`src/rtl/regfile_scoreboard_if.sv`:
```
// Decode/writeback-facing bus of the register file: two read ports, one write
// port, one issue port and the pending-writer count.
interface regfile_scoreboard_if #(
   parameter int WIDTH  = 32,
   parameter int ADDR_W = 5
);
   logic [ADDR_W-1:0] ReadRegister1;
   logic [ADDR_W-1:0] ReadRegister2;
   logic [WIDTH-1:0]  ReadData1;
   logic [WIDTH-1:0]  ReadData2;
   logic              Busy1;
   logic              Busy2;
   logic [ADDR_W-1:0] WriteRegister;
   logic [WIDTH-1:0]  WriteData;
   logic              RegWrite;
   logic [ADDR_W-1:0] IssueRegister;
   logic              IssueValid;
   logic [ADDR_W:0]   PendingCount;

   modport master (
      output ReadRegister1, ReadRegister2, WriteRegister, WriteData, RegWrite,
             IssueRegister, IssueValid,
      input  ReadData1, ReadData2, Busy1, Busy2, PendingCount
   );

   modport slave (
      input  ReadRegister1, ReadRegister2, WriteRegister, WriteData, RegWrite,
             IssueRegister, IssueValid,
      output ReadData1, ReadData2, Busy1, Busy2, PendingCount
   );
endinterface

```
`src/rtl/regfile_scoreboard.sv`:
```
// Parametrised register file with async reads, one sync write port and a
// per-register busy scoreboard whose population count feeds the stall logic.
module regfile_scoreboard #(
   parameter int WIDTH    = 32,
   parameter int DEPTH    = 32,
   parameter int ADDR_W   = 5,
   parameter bit BYPASS   = 1'b1,
   parameter bit ZERO_REG = 1'b1
) (
   input logic           Clk,
   input logic           ResetN,
   regfile_scoreboard_if.slave bus
);
   localparam logic [ADDR_W:0] DEPTH_C = (ADDR_W+1)'(DEPTH);

   logic [WIDTH-1:0]  mem_q [DEPTH];
   logic [DEPTH-1:0]  busy_q, busy_d;
   logic [ADDR_W:0]   count_q, count_d;
   logic              wr_ok, iss_ok;

   logic [ADDR_W-1:0] rd_addr [2];
   logic [WIDTH-1:0]  rd_data [2];
   logic              rd_busy [2];

   function automatic logic addr_ok(input logic [ADDR_W-1:0] a);
      return ({1'b0, a} < DEPTH_C) && !(ZERO_REG && (a == '0));
   endfunction

   assign wr_ok  = bus.RegWrite   && addr_ok(bus.WriteRegister);
   assign iss_ok = bus.IssueValid && addr_ok(bus.IssueRegister);

   assign rd_addr[0] = bus.ReadRegister1;
   assign rd_addr[1] = bus.ReadRegister2;

   // A bypassed write normally shows its register as free, but a same-cycle
   // issue to that register is the newer producer, so busy stays visible.
   always_comb begin
      for (int p = 0; p < 2; p++) begin
         // NOTE: every output gets a default before any branch so no latch is inferred.
         rd_data[p] = '0;
         rd_busy[p] = 1'b0;
         if (addr_ok(rd_addr[p])) begin
            rd_data[p] = mem_q[rd_addr[p]];
            rd_busy[p] = busy_q[rd_addr[p]];
            if (BYPASS && wr_ok && (rd_addr[p] == bus.WriteRegister)) begin
               rd_data[p] = bus.WriteData;
               rd_busy[p] = iss_ok && (bus.IssueRegister == rd_addr[p]);
            end
         end
      end
   end

   // Clear before set so an issue wins over a writeback to the same register.
   always_comb begin
      busy_d = busy_q;
      if (wr_ok)  busy_d[bus.WriteRegister] = 1'b0;
      if (iss_ok) busy_d[bus.IssueRegister] = 1'b1;
      count_d = '0;
      for (int i = 0; i < DEPTH; i++) begin
         count_d = count_d + {{ADDR_W{1'b0}}, busy_d[i]};
      end
   end

   always_ff @(posedge Clk or negedge ResetN) begin
      if (!ResetN) begin
         // NOTE: this is a flop array, not a RAM macro, so every entry is reset.
         for (int i = 0; i < DEPTH; i++) mem_q[i] <= '0;
         busy_q  <= '0;
         count_q <= '0;
      end else begin
         // NOTE: non-blocking updates keep all state changing together at the edge.
         if (wr_ok) mem_q[bus.WriteRegister] <= bus.WriteData;
         busy_q  <= busy_d;
         count_q <= count_d;
      end
   end

   assign bus.ReadData1    = rd_data[0];
   assign bus.ReadData2    = rd_data[1];
   assign bus.Busy1        = rd_busy[0];
   assign bus.Busy2        = rd_busy[1];
   assign bus.PendingCount = count_q;
endmodule

```
`src/flat_wrapper.sv`:
```
// flat-port wrapper written by rule: the top's interface ports become plain ports
module regfile_scoreboard_flat 
#(
   parameter int WIDTH    = 32,
   parameter int DEPTH    = 32,
   parameter int ADDR_W   = 5,
   parameter bit BYPASS   = 1'b1,
   parameter bit ZERO_REG = 1'b1
)
  (Clk, ResetN, bus_ReadRegister1, bus_ReadRegister2, bus_WriteRegister, bus_WriteData, bus_RegWrite, bus_IssueRegister, bus_IssueValid, bus_ReadData1, bus_ReadData2, bus_Busy1, bus_Busy2, bus_PendingCount);
  regfile_scoreboard_if #(.WIDTH(WIDTH), .ADDR_W(ADDR_W)) bus_i ();
  input logic Clk;
  input logic ResetN;
  input wire logic [$bits(bus_i.ReadRegister1)-1:0] bus_ReadRegister1;
  input wire logic [$bits(bus_i.ReadRegister2)-1:0] bus_ReadRegister2;
  input wire logic [$bits(bus_i.WriteRegister)-1:0] bus_WriteRegister;
  input wire logic [$bits(bus_i.WriteData)-1:0] bus_WriteData;
  input wire logic [$bits(bus_i.RegWrite)-1:0] bus_RegWrite;
  input wire logic [$bits(bus_i.IssueRegister)-1:0] bus_IssueRegister;
  input wire logic [$bits(bus_i.IssueValid)-1:0] bus_IssueValid;
  output wire logic [$bits(bus_i.ReadData1)-1:0] bus_ReadData1;
  output wire logic [$bits(bus_i.ReadData2)-1:0] bus_ReadData2;
  output wire logic [$bits(bus_i.Busy1)-1:0] bus_Busy1;
  output wire logic [$bits(bus_i.Busy2)-1:0] bus_Busy2;
  output wire logic [$bits(bus_i.PendingCount)-1:0] bus_PendingCount;
  assign bus_i.ReadRegister1 = bus_ReadRegister1;
  assign bus_i.ReadRegister2 = bus_ReadRegister2;
  assign bus_i.WriteRegister = bus_WriteRegister;
  assign bus_i.WriteData = bus_WriteData;
  assign bus_i.RegWrite = bus_RegWrite;
  assign bus_i.IssueRegister = bus_IssueRegister;
  assign bus_i.IssueValid = bus_IssueValid;
  assign bus_ReadData1 = bus_i.ReadData1;
  assign bus_ReadData2 = bus_i.ReadData2;
  assign bus_Busy1 = bus_i.Busy1;
  assign bus_Busy2 = bus_i.Busy2;
  assign bus_PendingCount = bus_i.PendingCount;
  regfile_scoreboard #(.WIDTH(WIDTH), .DEPTH(DEPTH), .ADDR_W(ADDR_W), .BYPASS(BYPASS), .ZERO_REG(ZERO_REG)) u_core (.Clk(Clk), .ResetN(ResetN), .bus(bus_i));
endmodule
```
`config.mk`:
```
export PLATFORM = sky130hd
export DESIGN_NAME = regfile_scoreboard_flat
export DESIGN_NICKNAME = d
export VERILOG_FILES = /design/src/rtl/regfile_scoreboard_if.sv /design/src/rtl/regfile_scoreboard.sv /design/src/flat_wrapper.sv
export SDC_FILE = /design/constraint.sdc
export NUM_CORES = 2
export LEC_CHECK = 0
export ABC_AREA = 1
export BUFFER_PORTS_ARGS = -buffer_cell sky130_fd_sc_hd__buf_4
export CAP_MARGIN = 20
export CORE_AREA = 2 2 335 337
export CTS_BUF_LIST = sky130_fd_sc_hd__clkbuf_4 sky130_fd_sc_hd__clkbuf_8
export CTS_CLUSTER_DIAMETER = 40
export DETAILED_ROUTE_END_ITERATION = 16
export DIE_AREA = 0 0 337 339
export PLACE_DENSITY = 0.71
export RECOVER_POWER = 25
export SETUP_SLACK_MARGIN = 0.4
export SYNTH_ARGS = -nofsm -noshare
export SYNTH_HDL_FRONTEND = slang
export SYNTH_SLANG_ARGS = --single-unit
```
`constraint.sdc`:
```
create_clock -name Clk -period 7.8 [get_ports Clk]
set_input_delay 1.17 -clock Clk [delete_from_list [all_inputs] [get_ports Clk]]
set_output_delay 1.17 -clock Clk [all_outputs]
set_load 0.05 [all_outputs]
```
==> summary.md <==
| Metric | Value |
|---|---|
| I/O pin count | `128` |
| MaxCap Viol Count | `2` |
| Crit-path most repeated cell | `fa_1` |
| Root Driver | `clkbuf_8` |
| Seq/Total Area, Yosys | `0.4386` |
| NumNets Final | `7991` |
| Number of nets with antenna violations after routing | `0` |
| Peak supply drop | `0.001816 V` |
| Min-Delay Path Class | `flip-flop to flip-flop` |
| Area leader, netlist | `dfrtp_1` |
| Die Wd | `337 um` |
| Clock buffer count from CTS | `194` |
| Clock H-tree levels | `4` |
| WL/cell | `24.69 um` |
| Critical path required time | `8.61 ns` |
| Via density per instance | `6.310` |
| Synthesis Warnings | `0` |
| GR Layer Usage met1 | `0.5550` |
| Layout cells sized above 1 | `0.07723` |
| Synthesized net count | `8354` |
| Yosys reg bits | `1062` |
| Vias in the first global route | `55680` |
| Num rows | `122` |
| Top cell type's share of synthesized area | `0.4386` |
| Setup TNS | `0 ns` |
| # port buffers | `127` |
| Via count | `60210` |
| Crit share post-route | `0.8250` |
| Mean Syn Cell Area | `7.331 um2` |
| CTS Buffer Depth | `3` |
| Die area | `114200 um2` |
| CP max-delay cell | `fa_1` |
| Worst-path maximum fanout | `6` |
| Worst-skew pair later-pin latency | `0.89 ns` |
| Placed cell area | `60880 um2` |
| Worst Setup End Kind | `flip-flop` |
| Vert. Die Dim | `339 um` |
| Worst-Margin Slew | `6.361 ns` |
| Crit-path max cell delay | `0.56 ns` |
| Final Setup Violations | `0` |
| Initial antenna violation count | `22` |
| Cell breakdown of the critical path | `clkbuf_1 > inv_1 > nor3_1 > inv_1 > nor2_1 > o22ai_1 > inv_1 > fa_1 > fa_1 > inv_1 > fa_1 > inv_1 > fa_1 > inv_1 > fa_1 > fa_1 > fa_1 > inv_1 > fa_1 > o21ai_0 > xor2_1` |
| Slew HR | `-3.241` |
| Initial Util | `0.5491` |
| Crit path kind | `input port to flip-flop` |
| P_leak | `29.18 nW` |
| Gr busiest metal | `met2` |
| GRT overflow | `0` |
| TritonCTS clock tree | `done` |
| Met2 usage | `0.5834` |
| Routability cong. | `0.9528` |
| Clock transition at the registers of the reported paths | `0.05 ns` |
| Failing checks | `capacitance limit, slew limit` |
| Final Hold Vio Count | `0` |
| Grt met3 use | `0.1180` |
| GRT Util Overall | `0.4079` |
| Power Dens Cells | `290.2 nW/um2` |
| Post-Syn Instances | `8266` |
| First-pass GRT wire length | `349.9 mm` |
| Initial DRC count | `8959` |
| # DRC | `0` |
| Final Routed Wirelength | `235.5 mm` |
| RSZ-0062 raised after global routing | `false` |
| Core Area | `110400 um2` |
| Pin count of the biggest net entering global routing | `224` |
| CP startpoint kind | `input port` |
| Hold-fix buffers, CTS | `0` |
| Period minus WS final | `6.435 ns` |
| Outcome | `finished, violations left` |
| # resized after CTS | `0` |
| Setup bufs post-CTS | `0` |
| Post-route cell area | `64960 um2` |
| Worst hold stages | `0` |
| CP Data Arrival Time | `7.25 ns` |
| Worst clock skew | `0.01411 ns` |
| Synth cell types | `34` |
| Max frequency | `155.4 MHz` |
| CTS Sinks | `1062` |
| Top post-synthesis cells by area | `dfrtp_1 (44%), nand2_1 (12%), o21ai_0 (11%)` |
| Area Overhead vs Synth | `7.196%` |
| Post-DP HPWL | `126.2 mm` |
| DR pass1 iterations | `6` |
| Worst-case reg-to-reg path depth | `16` |
| Final slew viol count | `122` |
| Fillers | `10280` |
| Mapped Area | `60600 um2` |
state kept, by name (all words and copies together), names as in the netlist:
signal / flops
u_core.mem_q: 1024
u_core.bus.PendingCount: 6
u_core.busy_q: 32
layout make-up:
class	instances	area [um2]	area share
sequential	1062	26580	0.4091
multi-input combinational	5691	27600	0.4250
tap	1488	1862	0.02866
timing repair buffer	235	1974	0.03040
clock inverter	43	533.0	0.008206
inverter	719	2733	0.04207
antenna	13	32.53	0.0005008
clock buffer	291	3642	0.05607
critical path: cells and delay by family:
| family | cells | cell delay (ns) |
|---|---|---|
| AOI/OAI and AO/OA | 2 | 0.40 |
| buffers and inverters | 8 | 1.05 |
| xor gates and xnor gates | 1 | 0.17 |
| adders and majority gates | 8 | 3.67 |
| and+or+nand+nor | 2 | 0.75 |
Yosys cell counts (all sizes together):
master	n
nor3	24
ha	8
fa	24
inv	717
nor2	370
o211ai	491
o21ai	1483
a21oi	731
or2	9
clkbuf	330
o21a	1
xor2	6
nor4	2
nand4	5
nand2	1883
nand3	628
a211oi	1
o22ai	18
buf	464
clkinv	2
xnor2	7
dfrtp	1062
stage by stage:
step / cells / setup WS [ns] / hold slack, ns / util / power (mW)
floorplan: 8266 / 1.251 / 0.4290 / - / 11.43
global placement: 9194 / 1.007 / 0.3654 / 0.5516 / 12.83
detailed placement: 9194 / 1.048 / 0.3662 / 0.5516 / 12.97
CTS: 9528 / 1.947 / 0.3486 / 0.5894 / 18.77
global route: 9541 / 0.7678 / 0.3918 / 0.5885 / 20.05
finish: 9542 / 1.365 / 0.3786 / 0.5886 / 18.85
final timing paths:
kind / startpoint / endpoint / slack [ns]
min in group asynchronous: ResetN / u_core.mem_q[141] / 2.64
max in group asynchronous: ResetN / u_core.mem_q[369] / 1.60
worst min-delay path: u_core.mem_q[1016] / u_core.mem_q[1016] / 0.38
worst min register to register: u_core.mem_q[1016] / u_core.mem_q[1016] / 0.38
worst max-delay path: bus_WriteRegister[4] / u_core.bus.PendingCount[4] / 1.36
worst max register to register: u_core.busy_q[1] / u_core.bus.PendingCount[4] / 2.57
power by group:
group	switching, mW	total [mW]	internal (mW)
clock	2.51	5.83	3.33
sequential	0.617	7.37	6.76
combinational	3.63	5.64	2.02
total	6.75	18.9	12.1
logic make-up after synthesis:
| logic type | synth area share |
|---|---|
| adder cells (fa/ha/maj) | 0.009581 |
| AND/OR/NAND/NOR | 0.1978 |
| AO/OA/AOI/OAI | 0.2459 |
| flip-flops | 0.4386 |
| XOR/XNOR | 0.001879 |
| buffers and inverters | 0.1063 |
layer usage:
metal,vias up,wire length (um)
met5,-,93
met4,14,13820
met3,842,33390
met2,4439,98380
met1,28120,89860
li1,26800,-
placed cells by master (no fill, tap or decap), types with 24 or more instances in the layout:
master / n
nand2_1: 1881
o21ai_0: 1302
dfrtp_1: 1062
a21oi_1: 731
inv_1: 690
nand3_1: 627
o211ai_1: 491
nor2_1: 352
clkbuf_8: 233
buf_4: 199
o21ai_1: 180
clkbuf_4: 58
fa_1: 24
Note: power is estimated with default switching activity, not from simulation.
